--- src/rtl/rgb_frame_sequencer.sv ---
// rgb_frame_sequencer: frame-level controller for the bit-serial RGB converter.
// Gates the converter shift enable, tracks column/row of completed pixels,
// and buffers tagged pixels in a small FIFO toward a valid/ready consumer.
// Optional build macro RGB_FRAME_CHECKSUM_EN adds a 24-bit running sum of
// accepted pixels on frame_checksum.
//
// state   | meaning
// --------+----------------------------------------------------------
// IDLE    | waiting for frame_start, converter shift enable held low
// RECEIVE | passing bit_valid through, pushing completed pixels
// DRAIN   | last pixel seen, waiting for the FIFO to empty
// DONE    | one-cycle frame_done pulse, then back to IDLE
module rgb_frame_sequencer #(
  parameter int IMG_WIDTH  = 320,
  parameter int IMG_HEIGHT = 240,
  parameter int FIFO_DEPTH = 8
) (
  input  logic        clk,
  input  logic        reset_n,
  input  logic        frame_start,
  input  logic        frame_abort,
  input  logic        bit_valid,
  output logic        conv_input_valid,
  input  logic        conv_output_valid,
  input  logic [7:0]  red,
  input  logic [7:0]  green,
  input  logic [7:0]  blue,
  output logic [23:0] pix_data,
  output logic        pix_sof,
  output logic        pix_eol,
  output logic        pix_eof,
  output logic        pix_valid,
  input  logic        pix_ready,
  output logic        busy,
  output logic        frame_done,
`ifdef RGB_FRAME_CHECKSUM_EN
  output logic [23:0] frame_checksum,
`endif
  output logic        overflow
);

  localparam int CW = (IMG_WIDTH > 1) ? $clog2(IMG_WIDTH) : 1;
  localparam int RW = (IMG_HEIGHT > 1) ? $clog2(IMG_HEIGHT) : 1;
  localparam int AW = $clog2(FIFO_DEPTH);
  localparam logic [CW-1:0] COL_LAST = CW'(IMG_WIDTH - 1);
  localparam logic [RW-1:0] ROW_LAST = RW'(IMG_HEIGHT - 1);

  typedef enum logic [1:0] {
    S_IDLE    = 2'd0,
    S_RECEIVE = 2'd1,
    S_DRAIN   = 2'd2,
    S_DONE    = 2'd3
  } state_t;

  state_t        state_q, state_d;
  logic [CW-1:0] col_q;
  logic [RW-1:0] row_q;
  logic [AW:0]   wr_ptr, rd_ptr;
  logic [26:0]   mem [FIFO_DEPTH];
  logic [26:0]   head;
  logic          overflow_q;

  logic empty, full, push_req, push_ok, pop, drop, start_ok;
  logic tag_sof, tag_eol, tag_eof;

  assign empty    = (wr_ptr == rd_ptr);
  assign full     = (wr_ptr[AW] != rd_ptr[AW]) && (wr_ptr[AW-1:0] == rd_ptr[AW-1:0]);
  assign pop      = !empty && pix_ready;
  assign push_req = (state_q == S_RECEIVE) && conv_output_valid && !frame_abort;
  // A full FIFO still accepts when the head leaves on the same edge.
  assign push_ok  = push_req && (!full || pop);
  assign drop     = push_req && full && !pop;
  assign start_ok = (state_q == S_IDLE) && frame_start && !frame_abort;

  assign tag_sof = (col_q == '0) && (row_q == '0);
  assign tag_eol = (col_q == COL_LAST);
  assign tag_eof = tag_eol && (row_q == ROW_LAST);

  assign head = mem[rd_ptr[AW-1:0]];

  // Next-state and status outputs; abort overrides every transition.
  always_comb begin
    state_d          = state_q;
    conv_input_valid = 1'b0;
    busy             = (state_q != S_IDLE);
    frame_done       = 1'b0;
    case (state_q)
      S_IDLE:    if (frame_start) state_d = S_RECEIVE;
      S_RECEIVE: begin
        conv_input_valid = bit_valid;
        if (push_req && tag_eof) state_d = S_DRAIN;
      end
      S_DRAIN:   if (empty) state_d = S_DONE;
      S_DONE:    begin
        frame_done = 1'b1;
        state_d    = S_IDLE;
      end
      default:   state_d = S_IDLE;
    endcase
    if (frame_abort) state_d = S_IDLE;
  end

  // State register.
  always_ff @(posedge clk or negedge reset_n) begin
    if (!reset_n) state_q <= S_IDLE;
    else          state_q <= state_d;
  end

  // Column/row position of the next completed pixel; dropped pixels still count.
  always_ff @(posedge clk or negedge reset_n) begin
    if (!reset_n) begin
      col_q <= '0;
      row_q <= '0;
    end else if (frame_abort || start_ok) begin
      col_q <= '0;
      row_q <= '0;
    end else if (push_req) begin
      if (tag_eol) begin
        col_q <= '0;
        row_q <= (row_q == ROW_LAST) ? '0 : row_q + 1'b1;
      end else begin
        col_q <= col_q + 1'b1;
      end
    end
  end

  // FIFO pointers; abort flushes by collapsing both pointers.
  always_ff @(posedge clk or negedge reset_n) begin
    if (!reset_n) begin
      wr_ptr <= '0;
      rd_ptr <= '0;
    end else if (frame_abort) begin
      wr_ptr <= '0;
      rd_ptr <= '0;
    end else begin
      if (push_ok) wr_ptr <= wr_ptr + 1'b1;
      if (pop)     rd_ptr <= rd_ptr + 1'b1;
    end
  end

  // FIFO storage; contents are don't-care until the pointers say otherwise.
  always_ff @(posedge clk) begin
    if (push_ok) mem[wr_ptr[AW-1:0]] <= {red, green, blue, tag_sof, tag_eol, tag_eof};
  end

  // Sticky drop flag, cleared only by an accepted frame_start.
  always_ff @(posedge clk or negedge reset_n) begin
    if (!reset_n)      overflow_q <= 1'b0;
    else if (start_ok) overflow_q <= 1'b0;
    else if (drop)     overflow_q <= 1'b1;
  end

  // Head entry is masked to zero while empty so stale storage never leaks out.
  always_comb begin
    pix_valid = !empty;
    pix_data  = 24'd0;
    pix_sof   = 1'b0;
    pix_eol   = 1'b0;
    pix_eof   = 1'b0;
    if (!empty) begin
      pix_data = head[26:3];
      pix_sof  = head[2];
      pix_eol  = head[1];
      pix_eof  = head[0];
    end
  end

  assign overflow = overflow_q;

`ifdef RGB_FRAME_CHECKSUM_EN
  logic [23:0] checksum_q;

  // Running sum of accepted pixels; only pushes move it, so it freezes after RECEIVE.
  always_ff @(posedge clk or negedge reset_n) begin
    if (!reset_n)      checksum_q <= 24'd0;
    else if (start_ok) checksum_q <= 24'd0;
    else if (push_ok)  checksum_q <= checksum_q + {red, green, blue};
  end

  assign frame_checksum = checksum_q;
`endif

endmodule

--- config.mk ---
export PLATFORM = sky130hd
export DESIGN_NAME = rgb_frame_sequencer
export DESIGN_NICKNAME = d
export VERILOG_FILES = /design/src/rtl/rgb_frame_sequencer.sv
export SDC_FILE = /design/constraint.sdc
export NUM_CORES = 1
export LEC_CHECK = 0
export ABC_CLOCK_PERIOD_IN_PS = 4750
export CELL_PAD_IN_SITES_DETAIL_PLACEMENT = 0
export CELL_PAD_IN_SITES_GLOBAL_PLACEMENT = 2
export CORE_MARGIN = 2
export CORE_UTILIZATION = 42
export CTS_BUF_LIST = sky130_fd_sc_hd__clkbuf_2
export CTS_CLUSTER_SIZE = 25
export DETAILED_ROUTE_END_ITERATION = 7
export HOLD_SLACK_MARGIN = 0.08
export PLACE_DENSITY_LB_ADDON = 0.1
export SLEW_MARGIN = 20
export SYNTH_ARGS = -nofsm -noshare
export SYNTH_HDL_FRONTEND = slang
export SYNTH_SLANG_ARGS = --single-unit
--- constraint.sdc ---
create_clock -name clk -period 4.75 [get_ports clk]
set_clock_uncertainty 0.2 [all_clocks]
set_input_delay 0.475 -clock clk [delete_from_list [all_inputs] [get_ports clk]]
set_output_delay 0.475 -clock clk [all_outputs]
set_load 0.05 [all_outputs]
== Word level (Yosys, flattened, before mapping) ==
Memories as Yosys holds them, arrays and structs flattened.
Index checks and enable logic that the tools add are counted.

* Input bits: 31
* Bits in writable memories: 216
* Memories: 1
* Register bits: 28
* Output and inout port bits: 32

{| class="wikitable"
|+ Memory list
! name !! words !! bits a word !! rd ports !! clocked after Yosys merged registers in !! write ports !! line !! text
|-
| mem || 8 || 27 || 1 || 0 || 1 || 59 || <nowiki>logic [26:0] mem [FIFO_DEPTH];</nowiki>
|}

* Eq/ne operators: 11
* Reduce and logical (&&, ||, !) cells: 29
* $add $sub $neg: 4
* Multiplexer cells: 26

{| class="wikitable"
|+ Operators by type and width
! operator !! number
|-
| $mux W8 || 4
|-
| $mux W9 || 3
|-
| $mux W24 || 1
|-
| $mux W4 || 4
|-
| $logic_and A1 B1 Y1 || 12
|-
| $reduce_bool A2 Y1 || 6
|-
| $add A9 B1 Y9 const B || 1
|-
| $eq A9 B9 Y1 const B || 1
|-
| $logic_not A9 Y1 || 1
|-
| $mux W1 || 9
|-
| $add A4 B1 Y4 const B || 2
|-
| $add A8 B1 Y8 const B || 1
|-
| $eq A8 B8 Y1 const B || 1
|-
| $logic_not A8 Y1 || 1
|-
| $mux W2 || 4
|-
| $pmux W2 S4 || 1
|-
| $ne A3 B3 Y1 const B || 2
|-
| $eq A2 B2 Y1 const B || 2
|-
| $eq A4 B4 Y1 || 1
|-
| $logic_not A1 Y1 || 4
|-
| $eq A3 B3 Y1 || 1
|-
| $ne A3 B2 Y1 const B || 1
|-
| $reduce_and A3 Y1 || 1
|-
| $eq A2 B1 Y1 const B || 1
|-
| other kinds (4) || 5
|}

== Logic depth before layout (Yosys ltp) ==
Gate-level depths: netlist of the first run.

* Word-level depth: 7
* Gate-level depth with buffers: 7
* Depth with buffers taken out: 6

== Worst setup path before layout of the first run ==
OpenSTA, ideal clock, no wires.

* Path kind: reg2reg
* Start: register state_q[1]
* End: memory mem[4][0] (enable)
* Slack: 0.234 ns
* Stages on the path, launching flop included: 7
* Arrival time: 3.837 ns
* Cell sequence: dfrtp_1 inv_1 ha_1 clkbuf_1 and3b_1 o21ai_4 nor4_1

* Longest elaborated chain between the ends: 6

{| class="wikitable"
|+ Ends and longest elaborated chain
! what !! line !! text
|-
| start, declared || 55 || <nowiki>state_t state_q, state_d;</nowiki>
|-
| start signal, assigned || 106 || <nowiki>else state_q <= state_d;</nowiki>
|-
| $eq A2 B1 Y1 || 69 || <nowiki>assign push_req = (state_q == S_RECEIVE) && conv_output_valid && !frame_abort;</nowiki>
|-
| $logic_and A1 B1 Y1 (2 in series) || 69 ||
|-
| $logic_and A1 B1 Y1 || 71 || <nowiki>assign push_ok = push_req && (!full || pop);</nowiki>
|-
| $mux W1 || 143 || <nowiki>if (push_ok) mem[wr_ptr[AW-1:0]] <= {red, green, blue, tag_sof, tag_eol, tag_eof};</nowiki>
|-
| $mux W1 (implied by the code) || 143 ||
|-
| end, declared || 59 ||
|}

No other way between the ends.

== Worst setup path after layout of the first run ==
* Start: register rd_ptr[1]
* End: output pix_eol

* Longest elaborated chain between the ends: 2
* Elaborated cells between the ends (all ways): 3

{| class="wikitable"
|+ Ends and longest elaborated chain
! what !! line !! text
|-
| start, declared || 58 || <nowiki>logic [AW:0] wr_ptr, rd_ptr;</nowiki>
|-
| start signal, assigned || 137 || <nowiki>if (pop) rd_ptr <= rd_ptr + 1'b1;</nowiki>
|-
| $mem_v2 Z8 W27 / $eq A4 B4 Y1 (equally long branches) || - ||
|-
| $mux W1 (*) || 160 || <nowiki>if (!empty) begin</nowiki>
|-
| end, declared || 30 || <nowiki>output logic pix_eol,</nowiki>
|}

Every way passes the cells marked *; elsewhere a longest branch is shown, timed or not.

==> results of run 1 <==
==> cell type report <==
cell class                      count  area (sq um)
Fill cell                        2040         11700
Sequential cell                   244          7190
Clock inverter                     25           103
Timing Repair Buffer               95           911
Antenna cell                        2          5.00
Tap cell                          319           399
Inverter                           18          67.6
Multi-Input combinational cell    262          2740
Clock buffer                       88           440
==> metrics by stage <==
| stage | utilization [%] | worst slack, ns | hold slack (ns) | instance area, sq um |
|---|---|---|---|---|
| 2_1_floorplan | - | 0.234 | -0.0206 | 10100 |
| 3_3_place_gp | 47.4 | 1.03 | 0.296 | 11200 |
| 3_5_place_dp | 47.4 | 1.01 | 0.310 | 11200 |
| 4_1_cts | 50.3 | 0.0266 | 0.0802 | 11800 |
| 5_1_grt | 50.4 | 0.235 | 0.104 | 11900 |
| 6_report | 50.4 | 0.489 | 0.191 | 11900 |
==> layer usage <==
layer,track usage (%),wire length (microns),vias up
li1,-,-,2517
met1,21.7,9200,2861
met2,29.1,10700,130
met3,3.78,833,32
met4,5.54,403,0
met5,0,0,-
==> how the worst max path moves through the flow <==
stage,startpoint,endpoint,cells after the start
final,rd_ptr[1],pix_eol,5
after global routing,rd_ptr[1],pix_eol,5
after CTS,rd_ptr[0],pix_data[6],5
after detailed placement,rd_ptr[0],pix_data[6],5
after global placement,rd_ptr[0],pix_data[6],5
after floorplan,state_q[1],mem[4][0],6
==> power groups by stage <==
stage               combinational, uW  clock, uW  sequential [uW]
floorplan                         924          0             2440
global placement                 1210          0             2530
detailed placement               1230          0             2530
CTS                              1240       1390             2480
global route                     1350       1490             2460
finish                           1270       1320             2440
==> cell families after synthesis <==
family | synth area share, %
AO/OA/AOI/OAI | 2.95
XOR/XNOR | 1.03
buffers and inverters | 2.25
multiplexers | 15.5
flip-flops | 71.1
adder cells (fa/ha/maj) | 1.24
AND/OR/NAND/NOR | 6.00
==> state kept, by name, summed over array words and instances (netlist names) <==
register and flops:
col_q 9, mem 216, overflow 1, rd_ptr 4
row_q 8, state_q 2, wr_ptr 4
==> Yosys cell counts (2+ instances only) <==
library cell / count
sky130_fd_sc_hd__edfxtp_1: 216
sky130_fd_sc_hd__mux4_2: 54
sky130_fd_sc_hd__nor2_1: 41
sky130_fd_sc_hd__mux2i_1: 32
sky130_fd_sc_hd__dfrtp_1: 28
sky130_fd_sc_hd__inv_1: 18
sky130_fd_sc_hd__nand2_1: 13
sky130_fd_sc_hd__nand3_1: 13
sky130_fd_sc_hd__o21ai_0: 12
sky130_fd_sc_hd__a21oi_1: 11
sky130_fd_sc_hd__ha_1: 10
sky130_fd_sc_hd__nor4_1: 10
sky130_fd_sc_hd__buf_2: 9
sky130_fd_sc_hd__buf_4: 7
sky130_fd_sc_hd__clkbuf_1: 7
sky130_fd_sc_hd__xor2_1: 5
sky130_fd_sc_hd__nand4_1: 4
sky130_fd_sc_hd__o31ai_1: 4
sky130_fd_sc_hd__or3_1: 4
sky130_fd_sc_hd__and3_1: 3
sky130_fd_sc_hd__and4_1: 3
sky130_fd_sc_hd__nor3_1: 3
sky130_fd_sc_hd__o211ai_1: 3
sky130_fd_sc_hd__or4_1: 3
sky130_fd_sc_hd__a21o_1: 2
sky130_fd_sc_hd__a221o_1: 2
sky130_fd_sc_hd__a31oi_1: 2
sky130_fd_sc_hd__and2_1: 2
sky130_fd_sc_hd__buf_6: 2
sky130_fd_sc_hd__clkbuf_2: 2
sky130_fd_sc_hd__nand3b_1: 2
sky130_fd_sc_hd__o22ai_1: 2
sky130_fd_sc_hd__xor2_2: 2
==> repair_timing <==
action,CTS,global route
buffers inserted,0,1
hold buffers,12,0
hold endpoints to repair,77,0
endpoints found under the setup margin,0,20
==> impl_results.md, run 1 <==
- Outcome: complete, no violations
- Most frequent standard cell in the layout excluding fill and tap cells: sky130_fd_sc_hd__edfxtp_1
- Vert. Die Dim: around 160 microns
- First DRT Iteration DRCs: a little over 300
- Cell internal power dissipation: 3380 uW
- Cts repair resizes: 0
- Destination of the worst register-to-register timing path: mem[7][1]
- Total Nets Final: 722
- Maximum level of the CTS H-tree: 2
- Number of warning messages in the yosys log: 0
- Commonest cells after routing, fill and taps aside: sky130_fd_sc_hd__edfxtp_1 (216), sky130_fd_sc_hd__clkbuf_2 (88), sky130_fd_sc_hd__clkdlybuf4s50_1 (62), sky130_fd_sc_hd__mux4_2 (54), sky130_fd_sc_hd__nor2_1 (41)
- Gate power share: approximately 25%
- Pin count of the biggest net entering global routing: 49
- Post-synth EDFFs: between 200 and 250
- Largest delay share family, worst path: buffers and inverters
- TritonCTS clock tree: built
- Count of buffers from port buffering: 62
- Worst voltage drop across the vdd grid: between 0.15 and 0.2 mV
- Clk slew on worst S/H paths: 0.10 ns
- Max Freq: 0.235 GHz
- Std cell rows: 56
- Crit path kind: register to output pin
- Maximum root-to-sink buffer count: 3
- Number of instances in the synthesized netlist: around 550
- HPWL after detailed placement: between 10 and 15 mm
- Initial antenna violation count: 1
- Number of distinct library cell variants in the gate-level netlist after synthesis: 54
- Clock period minus final worst setup slack: around 4.3 ns
- Hold Path Sink: mem[5][20]
- Switching pwr: 1650 uW
- Register area share after synthesis: about 70%
- Die W: about 160 microns
- Slowest stage cell, crit path: sky130_fd_sc_hd__dfrtp_2
- Max-slew violation count: 0
- Count of buffering cells on the critical path with inverters included: 2
- Syn-to-layout area delta: 17.3%
- Highest fanout seen on the critical path: 29
- Syn_area_per_cell: 18.3 sq um
- Setup crit end kind: output pin
- Setup Viol. Count Final: 0
- Reg-to-reg setup timing slack: about 1.8 ns
- Setup Total Neg Slack: 0 ns
- Layout Cells excl Fill: 1053
- Final clock period utilization by the worst path: 89.7%
- Starting density of the core: a little over two fifths
- First-pass GRT wire length: approximately 33 mm
- Biggest cell delay along the critical path: roughly 0.90 ns
- Slew headroom: 43.1%
- Clk Tree Root Cell: sky130_fd_sc_hd__clkbuf_2
- Static leakage power: a little under 0.004 uW
- Worst Hold Class: primary input to register
- Final weighted congestion in routability-driven placement: approximately 0.77
- Floorplan die area: about 25000 sq um
- CP Launch Type: register
- Drt drc: 0
- Synthesized netlist net count: slightly below 600
- Main synth FF type: sky130_fd_sc_hd__edfxtp_1
- Sum of overflow across all layers after global routing: 0
- Average wire per cell in the routed design: approximately 20 microns
- CP required: 4.07 ns
- Final-report hold violation count: 0
- Part of the power in the clock network: 26.2%
- Total track usage: around 17%
- Power share of the sequential group: about half
- CTS buffer count: 60
- Number of cells in the design after placement: 925
- Crit-path cells: buf_4 > mux4_2 > mux2i_1 > nor2_1 > clkdlybuf4s50_1
- Worst-Skew Late Latency: ~0.84 ns
- Max Cap Violations: 0
- Proportion of register bits with asynchronous set or reset after synthesis: between 10% and 20%
- Final ANT Viol Nets: 0
- Number of cells traversed by the worst hold path: 1
- Area fraction of the dominant cell type after synthesis: ~64%
- Overall power consumption: ~5000 uW
- Share of cells above drive strength 1: about a quarter
- Top cells by area, synth: sky130_fd_sc_hd__edfxtp_1 (64%), sky130_fd_sc_hd__mux4_2 (12%), sky130_fd_sc_hd__dfrtp_1 (6.9%)
- Number of sinks driven by the clock tree: roughly 240
- Via Count: about 5500
- Routed Wire Length: ~21 mm
- Pre-Repair DR Iteration Count: 4
- Worst reg2reg startpoint: rd_ptr[1]
- Unrepaired setup endpoints after global routing: false
- Reg2reg path depth: 4
- Switching Share: around a third
- Number of ports placed on the die boundary: 63
- Cell accounting for the most synthesized area: sky130_fd_sc_hd__edfxtp_1
- Number of synthesized register bits: 244
- Worst endpoint data arrival time: 3.59 ns
- Post-Syn Area: 10100 sq um
- Worst Max-Slew Pin Slew: about 0.85 ns
- Power density over the cells: between 400 and 500 nW/um^2
- Vias per cell: approximately 5.3
- Worst hold path startpoint: red[1]
- Area inside the core boundary: around 24000 sq um
- Number of global-route vias before repair: a little over 6000
Power figures use the tool's default switching activity.
==> inputs of run 2 (changes only) <==
--- a/config.mk
+++ b/config.mk
@@ -14,7 +14,7 @@
 export CTS_CLUSTER_SIZE = 25
 export DETAILED_ROUTE_END_ITERATION = 7
 export HOLD_SLACK_MARGIN = 0.08
-export PLACE_DENSITY_LB_ADDON = 0.1
+export PLACE_DENSITY = 0.79
 export SLEW_MARGIN = 20
 export SYNTH_ARGS = -nofsm -noshare
 export SYNTH_HDL_FRONTEND = slang
==> impl_results.md, run 2 (same netlist as run 1, synthesis figures left out) <==
- Outcome: complete, no violations
- Number of sinks driven by the clock tree: about 240
- Final-report hold violation count: 0
- First DRT Iteration DRCs: approximately 300
- Total track usage: approximately 16%
- Die W: approximately 160 microns
- Final ANT Viol Nets: 0
- CP Launch Type: register
- Syn-to-layout area delta: 17.9%
- Met3 layer usage reported by global route: under 10%
- Max Cap Violations: 0
- Share of cells above drive strength 1: 25.6%
- Max Freq: 0.230 GHz
- Most frequent standard cell in the layout excluding fill and tap cells: sky130_fd_sc_hd__edfxtp_1
- Sum of overflow across all layers after global routing: 0
- CTS buffer count: between 60 and 70
- First-pass GRT wire length: between 30 and 40 mm
- Final clock period utilization by the worst path: roughly nine tenths
- Pin count of the biggest net entering global routing: 40
- Number of global-route vias before repair: 6001
- Number of cells in the design after placement: just over 900
- Layout Cells excl Fill: 1054
- Vert. Die Dim: between 150 and 200 microns
- Static leakage power: 0.00400 uW
- Floorplan die area: between 20000 and 30000 sq um
- Cts repair resizes: 0
- Overall power consumption: ~5100 uW
- Met1 Track Usage GR: 20.1%
- Flip-flop count of the largest register, all copies and words added: approximately 220
- Worst voltage drop across the vdd grid: ~0.19 mV
- Std cell rows: between 50 and 60
- Area inside the core boundary: ~24000 sq um
- Commonest cells after routing, fill and taps aside: sky130_fd_sc_hd__edfxtp_1 (216), sky130_fd_sc_hd__clkbuf_2 (86), sky130_fd_sc_hd__clkdlybuf4s50_1 (62), sky130_fd_sc_hd__mux4_2 (54), sky130_fd_sc_hd__nor2_1 (41)
- Average wire per cell in the routed design: 19.2 microns
- Count of buffers from port buffering: 62
- Drt drc: 0
- Worst Hold Class: primary input to register
- Unrepaired setup endpoints after global routing: false
- Max-slew violation count: 0
- Setup Viol. Count Final: 0
- Fill cell count: approximately 2000
- Clk Tree Root Cell: sky130_fd_sc_hd__clkbuf_2
- Worst endpoint data arrival time: around 3.7 ns
- Total Nets Final: about 730
- Starting density of the core: 42.9%
- Crit path kind: register to output pin
- Routed Wire Length: roughly 20 mm
- Grt met2 use: ~29%
- CP required: around 4.1 ns
- TritonCTS clock tree: built
- Via Count: ~5500
- Pre-Repair DR Iteration Count: 6
- Number of ports placed on the die boundary: between 60 and 70
- Final weighted congestion in routability-driven placement: approximately 0.80
- HPWL after detailed placement: between 10 and 15 mm
- Clk slew on worst S/H paths: ~0.11 ns
- Worst-Skew Late Latency: 0.83 ns
- Slew headroom: between 30% and 40%
- Power density over the cells: 425 nW/um^2
- Maximum level of the CTS H-tree: 2
- Setup Total Neg Slack: 0 ns
- Maximum root-to-sink buffer count: 3
- Most used routing layer: met2
- Initial antenna violation count: 1
- Setup crit end kind: output pin
- Highest fanout seen on the critical path: 33
- Clock period minus final worst setup slack: around 4.3 ns
- Vias per cell: between 5 and 6
- Worst Max-Slew Pin Slew: 0.902 ns
## run 2: cell count changes in the layout (fill, tap and decap cells not counted), moves of 2 or more
cell | previous run | this run
sky130_fd_sc_hd__buf_4 | 20 | 18
sky130_fd_sc_hd__clkbuf_2 | 88 | 86
sky130_fd_sc_hd__clkinv_1 | 20 | 14
sky130_fd_sc_hd__clkinv_2 | 3 | 7
sky130_fd_sc_hd__dlygate4sd3_1 | 12 | 20
sky130_fd_sc_hd__inv_2 | 2 | 0
## run 2: critical path: stages (launching register included)
cell and delay [ns]:
sky130_fd_sc_hd__dfrtp_4 0.86, sky130_fd_sc_hd__buf_4 0.42, sky130_fd_sc_hd__mux4_2 0.54, sky130_fd_sc_hd__mux2i_1 0.21, sky130_fd_sc_hd__nor2_1 0.07, sky130_fd_sc_hd__clkdlybuf4s50_1 0.72
## run 2: worst paths after layout
path | from | slack (ns) | to | depth (start not counted)
worst max register to register | rd_ptr[0] | 1.54 | mem[3][26] | 5
min in group asynchronous | reset_n | 0.49 | col_q[7] | 2
worst min-delay path | red[4] | 0.16 | mem[7][23] | 1
worst min register to register | wr_ptr[3] | 0.30 | wr_ptr[3] | 1
max in group asynchronous | reset_n | 3.16 | rd_ptr[2] | 3
worst max-delay path | rd_ptr[0] | 0.41 | pix_data[13] | 5
## run 2: layer usage
layer | share of wire [%] | up-vias
met4 | 2.0 | 0
met5 | 0 | -
met3 | 4.6 | 42
li1 | - | 2529
met1 | 42 | 2819
met2 | 52 | 128
## run 2: through the flow
stage          setup slack, ns  area [sq um]  utilization [%]  hold WS, ns
3_3_place_gp              1.22         11200             47.4        0.279
4_1_cts                  0.275         11900             50.6       0.0840
2_1_floorplan            0.234         10100                -      -0.0206
5_1_grt                  0.103         11900             50.6       0.0995
3_5_place_dp              1.21         11200             47.4        0.286
6_report                 0.408         11900             50.6        0.160
## run 2: layout make-up
class	count	area, sq um	share of cell area [%]
sequential	244	7190	60.3
multi-input combinational	262	2740	23.0
timing repair buffer	100	956	8.02
clock buffer	86	430	3.61
tap	319	399	3.35
clock inverter	24	135	1.13
inverter	18	67.6	0.567
antenna	1	2.50	0.0210
## run 2: report_power, final
group / leakage [uW] / internal, uW / switching [uW] / total (uW)
Combinational: 0.00123 / 490 / 748 / 1240
Clock: 0.000429 / 555 / 822 / 1380
Sequential: 0.00235 / 2380 / 72.9 / 2450
## run 2: timing repair
item / 4_1_cts / 5_1_grt
setup buffers: 0 / 0
endpoints found under the hold margin: 138 / 0
hold buffers: 20 / 0
